### src/rtl/dm_access_arbiter.sv
// dm_access_arbiter
// Shares a byte-wide data memory between the core load/store path (port 0)
// and the loader/debug port (port 1). Word, half and byte accesses are
// sequenced one memory byte per cycle, little-endian, with round-robin
// arbitration and a single transaction in flight.
// Optional build macro: DM_ALIGN_CHECK_EN rejects misaligned half/word
// accesses with err instead of performing them byte by byte.
module dm_access_arbiter #(
  parameter int ADDR_W = 6
) (
  input  logic              clk,
  input  logic              rst,
  input  logic              req0,
  input  logic [31:0]       addr0,
  input  logic [31:0]       wdata0,
  input  logic              wr0,
  input  logic [2:0]        ctrl0,
  input  logic              req1,
  input  logic [31:0]       addr1,
  input  logic [31:0]       wdata1,
  input  logic              wr1,
  input  logic [2:0]        ctrl1,
  output logic              ack0,
  output logic              ack1,
  output logic [31:0]       rdata,
  output logic              err,
  output logic              busy,
  output logic [ADDR_W-1:0] memAddr,
  output logic [7:0]        memWrData,
  output logic              memWrEn,
  input  logic [7:0]        memRdData
);

  typedef enum logic [1:0] {
    IDLE = 2'd0,
    XFER = 2'd1,
    RESP = 2'd2
  } state_t;

  state_t            state;
  state_t            nextState;

  logic              lastGrant;
  logic              grantPort;
  logic [ADDR_W-1:0] addrQ;
  logic [31:0]       wdataQ;
  logic              wrQ;
  logic [2:0]        ctrlQ;
  logic [1:0]        idx;
  logic [1:0]        lastIdx;
  logic [31:0]       rdBuf;
  logic              errQ;

  logic              anyReq;
  logic              selPort;
  logic [ADDR_W-1:0] selAddr;
  logic [31:0]       selWdata;
  logic              selWr;
  logic [2:0]        selCtrl;
  logic [1:0]        selLastIdx;
  logic              selIllegal;
  logic              selMisaligned;
  logic              selReject;
  logic [31:0]       loadValue;

  // Address bits above the memory width are intentionally ignored.
  logic              unusedAddrBits;
  assign unusedAddrBits = ^{addr0[31:ADDR_W], addr1[31:ADDR_W]};

  // Round-robin pick: a lone requester wins, a tie goes to the port that was not granted last.
  always_comb begin
    anyReq  = req0 | req1;
    selPort = 1'b0;
    if (req0 && req1) begin
      selPort = ~lastGrant;
    end else if (req1) begin
      selPort = 1'b1;
    end
    selAddr  = selPort ? addr1[ADDR_W-1:0] : addr0[ADDR_W-1:0];
    selWdata = selPort ? wdata1 : wdata0;
    selWr    = selPort ? wr1 : wr0;
    selCtrl  = selPort ? ctrl1 : ctrl0;
  end

  // Decode the size of the selected request and whether it must be rejected without touching memory.
  always_comb begin
    selIllegal = (selCtrl == 3'b011) || (selCtrl[2:1] == 2'b11);
    case (selCtrl[1:0])
      2'b00:   selLastIdx = 2'd0;
      2'b01:   selLastIdx = 2'd1;
      default: selLastIdx = 2'd3;
    endcase
`ifdef DM_ALIGN_CHECK_EN
    selMisaligned = ((selCtrl[1:0] == 2'b01) && selAddr[0]) ||
                    ((selCtrl[1:0] == 2'b10) && (selAddr[1:0] != 2'b00));
`else
    selMisaligned = 1'b0;
`endif
    selReject = selIllegal | selMisaligned;
  end

  // Next-state logic: rejected requests bypass XFER and answer immediately.
  always_comb begin
    nextState = state;
    case (state)
      IDLE: begin
        if (anyReq) begin
          nextState = selReject ? RESP : XFER;
        end
      end
      XFER: begin
        if (idx == lastIdx) begin
          nextState = RESP;
        end
      end
      RESP:    nextState = IDLE;
      default: nextState = IDLE;
    endcase
  end

  // State register.
  always_ff @(posedge clk) begin
    if (rst) begin
      state <= IDLE;
    end else begin
      state <= nextState;
    end
  end

  // Latch the granted request and assemble load bytes one lane per XFER cycle.
  always_ff @(posedge clk) begin
    if (rst) begin
      lastGrant <= 1'b1;
      grantPort <= 1'b0;
      addrQ     <= '0;
      wdataQ    <= '0;
      wrQ       <= 1'b0;
      ctrlQ     <= '0;
      lastIdx   <= '0;
      idx       <= '0;
      rdBuf     <= '0;
      errQ      <= 1'b0;
    end else begin
      case (state)
        IDLE: begin
          if (anyReq) begin
            lastGrant <= selPort;
            grantPort <= selPort;
            addrQ     <= selAddr;
            wdataQ    <= selWdata;
            wrQ       <= selWr;
            ctrlQ     <= selCtrl;
            lastIdx   <= selLastIdx;
            idx       <= 2'd0;
            rdBuf     <= '0;
            errQ      <= selReject;
          end
        end
        XFER: begin
          if (!wrQ) begin
            rdBuf[{idx, 3'b000} +: 8] <= memRdData;
          end
          idx <= idx + 2'd1;
        end
        default: ;
      endcase
    end
  end

  // Sign or zero extend the assembled load according to the latched size/sign code.
  always_comb begin
    case (ctrlQ)
      3'b000:  loadValue = {{24{rdBuf[7]}}, rdBuf[7:0]};
      3'b001:  loadValue = {{16{rdBuf[15]}}, rdBuf[15:0]};
      3'b100:  loadValue = {24'h000000, rdBuf[7:0]};
      3'b101:  loadValue = {16'h0000, rdBuf[15:0]};
      default: loadValue = rdBuf;
    endcase
  end

  // Drive memory and response outputs; memWrEn is cut by rst so a reset mid-store stops the pending byte.
  always_comb begin
    ack0      = 1'b0;
    ack1      = 1'b0;
    rdata     = '0;
    err       = 1'b0;
    memAddr   = '0;
    memWrData = '0;
    memWrEn   = 1'b0;
    busy      = (state != IDLE);
    case (state)
      XFER: begin
        memAddr = addrQ + ADDR_W'(idx);
        if (wrQ) begin
          memWrEn   = ~rst;
          memWrData = wdataQ[{idx, 3'b000} +: 8];
        end
      end
      RESP: begin
        ack0  = ~grantPort;
        ack1  = grantPort;
        err   = errQ;
        rdata = (wrQ || errQ) ? 32'h0 : loadValue;
      end
      default: ;
    endcase
  end

endmodule

### config.mk
export PLATFORM = sky130hd
export DESIGN_NAME = dm_access_arbiter
export DESIGN_NICKNAME = d
export VERILOG_FILES = /design/src/rtl/dm_access_arbiter.sv
export SDC_FILE = /design/constraint.sdc
export NUM_CORES = 1
export LEC_CHECK = 0
export ABC_AREA = 1
export ABC_CLOCK_PERIOD_IN_PS = 4500
export BUFFER_PORTS_ARGS = -buffer_cell sky130_fd_sc_hd__buf_2
export CORE_ASPECT_RATIO = 0.75
export CORE_MARGIN = 2
export CORE_UTILIZATION = 40
export CTS_CLUSTER_DIAMETER = 100
export CTS_CLUSTER_SIZE = 14
export DETAILED_ROUTE_END_ITERATION = 8
export HOLD_SLACK_MARGIN = 0.06
export PLACE_DENSITY = 0.69
export SYNTH_ARGS = -nofsm -noshare
export SYNTH_HDL_FRONTEND = slang
export SYNTH_SLANG_ARGS = --single-unit
### constraint.sdc
create_clock -name clk -period 4.5 [get_ports clk]
set_input_delay 0.675 -clock clk [delete_from_list [all_inputs] [get_ports clk]]
set_output_delay 0.675 -clock clk [all_outputs]
set_load 0.1 [all_outputs]
# Yosys cells after proc, flatten, opt, wreduce, memory -nomap -nowiden
# Index checks and enable logic that the tools add are counted.
[word_totals]
ff_bits = 83
latchBits = 0
mem_bits_rw = 0
rom_bits = 0
in_bits = 148
output_inout_bits = 51
mem_count = 0
[classes]
addsub = 3
n_mul = 0
div = 0
order_cmp = 0
n_eq_ne = 12
n_shift = 3
muxes = 28
bitwise_logic = 4
n_reduce_logical = 12
[op_table]
columns = ["cell", "n"]
rows = [
  ["$mux 32", 5],
  ["$pmux 32 s4", 1],
  ["$pmux 32 s2", 1],
  ["$bwmux 32", 1],
  ["$shift 8x7->32 const A", 1],
  ["$shiftx 32x6->8", 1],
  ["$shiftx 8x7->32", 1],
  ["$mux 8", 2],
  ["$mux 6", 2],
  ["$pmux 2 s2", 3],
  ["$mux 1", 8],
  ["$mux 2", 4],
  ["$neg 5->7", 1],
  ["$add 6x2->6", 1],
  ["$eq 3x3->1 const B", 2],
  ["$ne 2x2->1 const B", 3],
  ["$reduce_and 2->1", 3],
  ["$eq 2x1->1 const B", 2],
  ["$eq 2x2->1 const B", 2],
  ["$logic_not 2->1", 2],
  ["$reduce_bool 2->1", 2],
  ["$eq 3x1->1 const B", 1],
  ["$eq 3x2->1 const B", 1],
  ["$logic_not 3->1", 1],
  ["8 further kinds", 11],
]

# Longest topological paths before layout
[depth]
ltp_word = 8
depth_mapped = 9
depth_no_buf = 9

# Worst setup path before layout
# Ideal clock, no wire load.
[synth_path]
path_type = "register -> output"
from = "reg idx[0]"
to = "out memWrData[0]"
arrival_ns = 2.555
required_ns = 3.825
setup_slack_ns = 1.270
path_stages_with_launch = 7
path_cell_list = "dfxtp_1 > buf_2 > buf_1 > nor2_1 > nor2_1 > o21ai_0 > a21oi_1"
[synth_between]
elab_chain_len = 3
[synth_lines]
columns = ["element", "line_no", "source"]
rows = [
  ["from (decl)", "49", "logic [1:0] idx;"],
  ["from (signal assigned)", "163", "idx <= idx + 2'd1;"],
  ["$shiftx 32x6->8", "196", "memWrData = wdataQ[{idx, 3'b000} +: 8];"],
  ["$mux 8", "194", "if (wrQ) begin"],
  ["$mux 8", "191", "case (state)"],
  ["to (decl)", "29", "output logic [7:0] memWrData,"],
]
# No other way between the ends.

# Final worst setup path
[layout_path]
from = "reg idx[1]"
to = "out memWrData[7]"
# Same word-level chain as after synthesis.

==> metrics.txt <==
# TYPE chip_impl_metric gauge
chip_impl_metric{name="max-vdd-ir-drop",unit="uV"} 202
chip_impl_metric{name="cp_data_required_time",unit="ns"} 3.83
chip_impl_metric{name="clock_path_buffers",unit=""} 2
chip_impl_metric{name="power_density_cells",unit="nW/um2"} 467
chip_impl_metric{name="critical_path.max_fanout",unit=""} 15
chip_impl_metric{name="yosysWarningCount",unit=""} 0
chip_impl_info{name="worstSetupStartpointType",value="register"} 1
chip_impl_metric{name="path_buf_inv",unit=""} 2
chip_impl_info{name="rsz_0062_raised_after_global_routing",value="no"} 1
chip_impl_metric{name="final.fill_count",unit=""} 1192
chip_impl_metric{name="dr.first_iter.drc_count",unit=""} 450
chip_impl_metric{name="finalSetupViolations",unit=""} 0
chip_impl_metric{name="postSynthCellCount",unit=""} 731
chip_impl_metric{name="endpoint_arrival_time_on_the_critical_path",unit="ns"} 2.48
chip_impl_metric{name="initial_utilization",unit="%"} 40.6
chip_impl_metric{name="finalMaxSlewViolations",unit=""} 0
chip_impl_metric{name="drc",unit=""} 0
chip_impl_metric{name="drt-vias-per-instance",unit=""} 4.85
chip_impl_metric{name="multi_input_area",unit="um2"} 2560
chip_impl_info{name="timing.critical_path.to_type",value="output port"} 1
chip_impl_metric{name="max_cap_violations",unit=""} 0
chip_impl_info{name="clock_root_buffer",value="sky130_fd_sc_hd__clkbuf_16"} 1
chip_impl_metric{name="first_global_vias",unit=""} 4406
chip_impl_metric{name="final_net_count",unit=""} 1013
chip_impl_metric{name="ctsResizeCount",unit=""} 0
chip_impl_metric{name="global_route.usage.total",unit="%"} 21.0
chip_impl_info{name="dr.max_layer_used",value="met4"} 1
chip_impl_metric{name="net_count_of_the_mapped_netlist",unit=""} 887
chip_impl_info{name="layout_common_cells",value="sky130_fd_sc_hd__nand2_1 (213), sky130_fd_sc_hd__buf_2 (146), sky130_fd_sc_hd__nor2_1 (134), sky130_fd_sc_hd__dfxtp_1 (82), sky130_fd_sc_hd__inv_1 (60)"} 1
chip_impl_metric{name="seq_area",unit="um2"} 1640
chip_impl_metric{name="io_buffers",unit=""} 146
chip_impl_metric{name="post_route_cells_drive_above_1_share",unit="%"} 23.4
chip_impl_metric{name="wl_met3",unit="um"} 859
chip_impl_metric{name="die_y",unit="um"} 97.3
chip_impl_metric{name="synth_cell_types",unit=""} 32
chip_impl_info{name="worst_path_cell_chain",value="clkinv_1 -> nor2_1 -> o21ai_0 -> a21oi_1 -> buf_2"} 1
chip_impl_metric{name="clock_skew",unit="ns"} 0.00428
chip_impl_metric{name="hold_viol",unit=""} 0
chip_impl_metric{name="tritoncts.num_buffers",unit=""} 9
chip_impl_metric{name="max_freq",unit="GHz"} 0.317
chip_impl_metric{name="grt_first_pass_wirelength",unit="um"} 21300
chip_impl_metric{name="p_switching",unit="mW"} 1.05
chip_impl_metric{name="internal_power",unit="mW"} 1.61
chip_impl_metric{name="post_drt_wl_per_cell",unit="um"} 12.8
chip_impl_metric{name="ios",unit=""} 199
chip_impl_metric{name="die_width",unit="um"} 128
chip_impl_metric{name="fp.dieArea",unit="um2"} 12500
chip_impl_info{name="commonest_non_fill_non_tap_cell_in_the_layout",value="sky130_fd_sc_hd__nand2_1"} 1
chip_impl_metric{name="worst_slew_pin_slew",unit="ns"} 0.899
chip_impl_metric{name="max-slew-margin-rel",unit="%"} 40.0
chip_impl_metric{name="rows",unit=""} 34
chip_impl_metric{name="share_clk_of_total_power",unit="%"} 28.7
chip_impl_metric{name="cellLeakagePower",unit="nW"} 2.86
chip_impl_metric{name="synth_seq_area_share",unit="%"} 35.3
chip_impl_info{name="critical-path-top-delay-family",value="buffers and inverters"} 1
chip_impl_metric{name="hold_buffers",unit=""} 0
chip_impl_metric{name="power.combinational.fraction",unit="%"} 35.4
chip_impl_info{name="hold_path.class",value="reg2reg"} 1
chip_impl_metric{name="post-route-min-period",unit="ns"} 3.15
chip_impl_metric{name="switching_share",unit="%"} 39.5
chip_impl_metric{name="totalNegativeSetupSlack",unit="ns"} 0
chip_impl_metric{name="route.layer.met1.wl",unit="um"} 6480
chip_impl_metric{name="postSynthRegisterBits",unit=""} 82
chip_impl_info{name="outcome",value="finished, final reports clean"} 1
chip_impl_metric{name="sum_of_overflow_across_all_layers_after_global_routing",unit=""} 0
chip_impl_metric{name="dr.pass1.iters",unit=""} 5
chip_impl_info{name="worst_path_slowest_cell",value="sky130_fd_sc_hd__dfxtp_1"} 1
chip_impl_info{name="cts_tree",value="built"} 1
chip_impl_metric{name="layout.core_utilization",unit="%"} 49.9
chip_impl_metric{name="cts.repair_timing.setup_buffer_count",unit=""} 0
chip_impl_metric{name="ratio_of_final_minimum_period_to_clock_period",unit="%"} 70.0
chip_impl_metric{name="insertion_delay",unit="ns"} 0.33
chip_impl_info{name="path_class",value="reg2out"} 1
chip_impl_metric{name="globalplace.congestion",unit=""} 0.841
chip_impl_metric{name="finalWirelength",unit="um"} 12900
chip_impl_metric{name="clock-sinks",unit=""} 82
chip_impl_metric{name="average_cell_area_after_synthesis",unit="um2"} 6.36
chip_impl_metric{name="floorplan.core_area",unit="um2"} 11400
chip_impl_metric{name="htree_levels",unit=""} 3
chip_impl_metric{name="power.sequential.fraction",unit="%"} 35.9
chip_impl_metric{name="met2_wl",unit="um"} 5340
chip_impl_metric{name="syn_area",unit="um2"} 4650
chip_impl_metric{name="cp_peak_stage_delay",unit="ns"} 0.69
chip_impl_metric{name="area_growth",unit="%"} 22.9
chip_impl_metric{name="grt_start_max_net_pins",unit=""} 79
chip_impl_metric{name="cts.reportedPaths.clkPinSlew",unit="ns"} 0.06
chip_impl_metric{name="grt_antenna_before_repair",unit=""} 0
chip_impl_metric{name="hpwl",unit="um"} 9340
chip_impl_metric{name="antenna-diode-count",unit=""} 0
chip_impl_metric{name="vias",unit=""} 4883
chip_impl_metric{name="drtAntennaViolNets",unit=""} 0
## flip-flops by register name, indices dropped and copies added, names as in the netlist
signal     count
grantPort      1
wrQ            1
ctrlQ          3
state          2
idx            2
lastGrant      1
lastIdx        1
errQ           1
wdataQ        32
rdBuf         32
addrQ          6
## cell type report
type                       count  share of cell area (%)
clock buffer                  12                    4.66
clock inverter                 4                   0.854
inverter                      66                    4.38
multi-input combinational    547                    44.8
sequential                    82                    28.7
tap                          144                    3.15
timing repair buffer         151                    13.4
## metal layers
| metal | up-vias | track usage [%] |
|---|---|---|
| li1 | 2569 | - |
| met1 | 2139 | 30.9 |
| met2 | 159 | 30.9 |
| met3 | 16 | 4.19 |
| met4 | 0 | 6.42 |
| met5 | - | 0 |
## synth_stat cells
cell type                  count  share of area [%]
sky130_fd_sc_hd__buf_1         1              0.081
sky130_fd_sc_hd__nand3b_1      1               0.16
sky130_fd_sc_hd__nor2_4        6                1.5
sky130_fd_sc_hd__o21ai_0      43                4.6
sky130_fd_sc_hd__xnor2_1       2               0.38
sky130_fd_sc_hd__ha_1          7                1.9
sky130_fd_sc_hd__or2_2         1               0.13
sky130_fd_sc_hd__nand4_1       2               0.27
sky130_fd_sc_hd__buf_4         2               0.32
sky130_fd_sc_hd__fa_1          1               0.43
sky130_fd_sc_hd__a31oi_1      38                5.1
sky130_fd_sc_hd__nand3_1      16                1.7
sky130_fd_sc_hd__inv_4         1               0.13
sky130_fd_sc_hd__o21ai_4       2               0.70
sky130_fd_sc_hd__nand2_2       3               0.40
sky130_fd_sc_hd__nor2_2       13                1.8
sky130_fd_sc_hd__nand2_1     213                 17
sky130_fd_sc_hd__inv_1        60                4.8
sky130_fd_sc_hd__clkinv_1      2               0.16
sky130_fd_sc_hd__o21ai_2       4               0.75
sky130_fd_sc_hd__inv_2         3               0.24
sky130_fd_sc_hd__a21oi_1      30                3.2
sky130_fd_sc_hd__nor2_1      134                 11
sky130_fd_sc_hd__buf_6         5                1.2
sky130_fd_sc_hd__nor3_1        8               0.86
sky130_fd_sc_hd__dfxtp_1      82                 35
sky130_fd_sc_hd__nor3_4        1               0.35
sky130_fd_sc_hd__o21ai_1      20                2.2
sky130_fd_sc_hd__buf_2        14                1.5
sky130_fd_sc_hd__clkbuf_1     14                1.1
sky130_fd_sc_hd__o211ai_4      1               0.46
sky130_fd_sc_hd__o211ai_1      1               0.16
## worst paths after layout
path / end / start / slack (ns) / cells past startpoint
worst max-delay path: memWrData[7] / idx[1] / 1.35 / 5
worst max register to register: rdBuf[6] / idx[0] / 1.70 / 7
worst min register to register: lastGrant / lastGrant / 0.47 / 2
worst min-delay path: lastGrant / lastGrant / 0.47 / 2
## power by group through the flow
stage | Clock (mW) | Combinational, mW | Sequential, mW
4_1_cts | 0.784 | 0.946 | 0.955
6_report | 0.765 | 0.943 | 0.957
2_1_floorplan | 0 | 0.769 | 0.946
3_5_place_dp | 0 | 0.941 | 0.970
5_1_grt | 0.814 | 1.06 | 0.973
3_3_place_gp | 0 | 0.936 | 0.968
## cell families after synthesis
logic type	count (synthesis)	synth area share [%]
simple gates	398	35.1
xor+xnor	2	0.377
fa+ha+maj	8	2.32
buf+inv	102	9.64
flops	82	35.3
compound gates	139	17.2
## through the flow
step | cell area, um2 | cells | hold WS (ns) | setup WS (ns) | total power [mW]
floorplan | 4650 | 731 | 0.429 | 1.27 | 1.72
detailed placement | 5400 | 990 | 0.461 | 1.63 | 1.91
CTS | 5710 | 1006 | 0.476 | 1.26 | 2.69
finish | 5710 | 1006 | 0.475 | 1.35 | 2.67
global placement | 5400 | 990 | 0.452 | 1.66 | 1.90
global route | 5710 | 1006 | 0.490 | 1.06 | 2.85
## worst min-delay path, stage by stage, from the launching register on
cell	delay, ns
sky130_fd_sc_hd__dfxtp_1	0.33
sky130_fd_sc_hd__nand2_1	0.05
sky130_fd_sc_hd__nand3_1	0.06
Power figures use the tool's default switching activity.
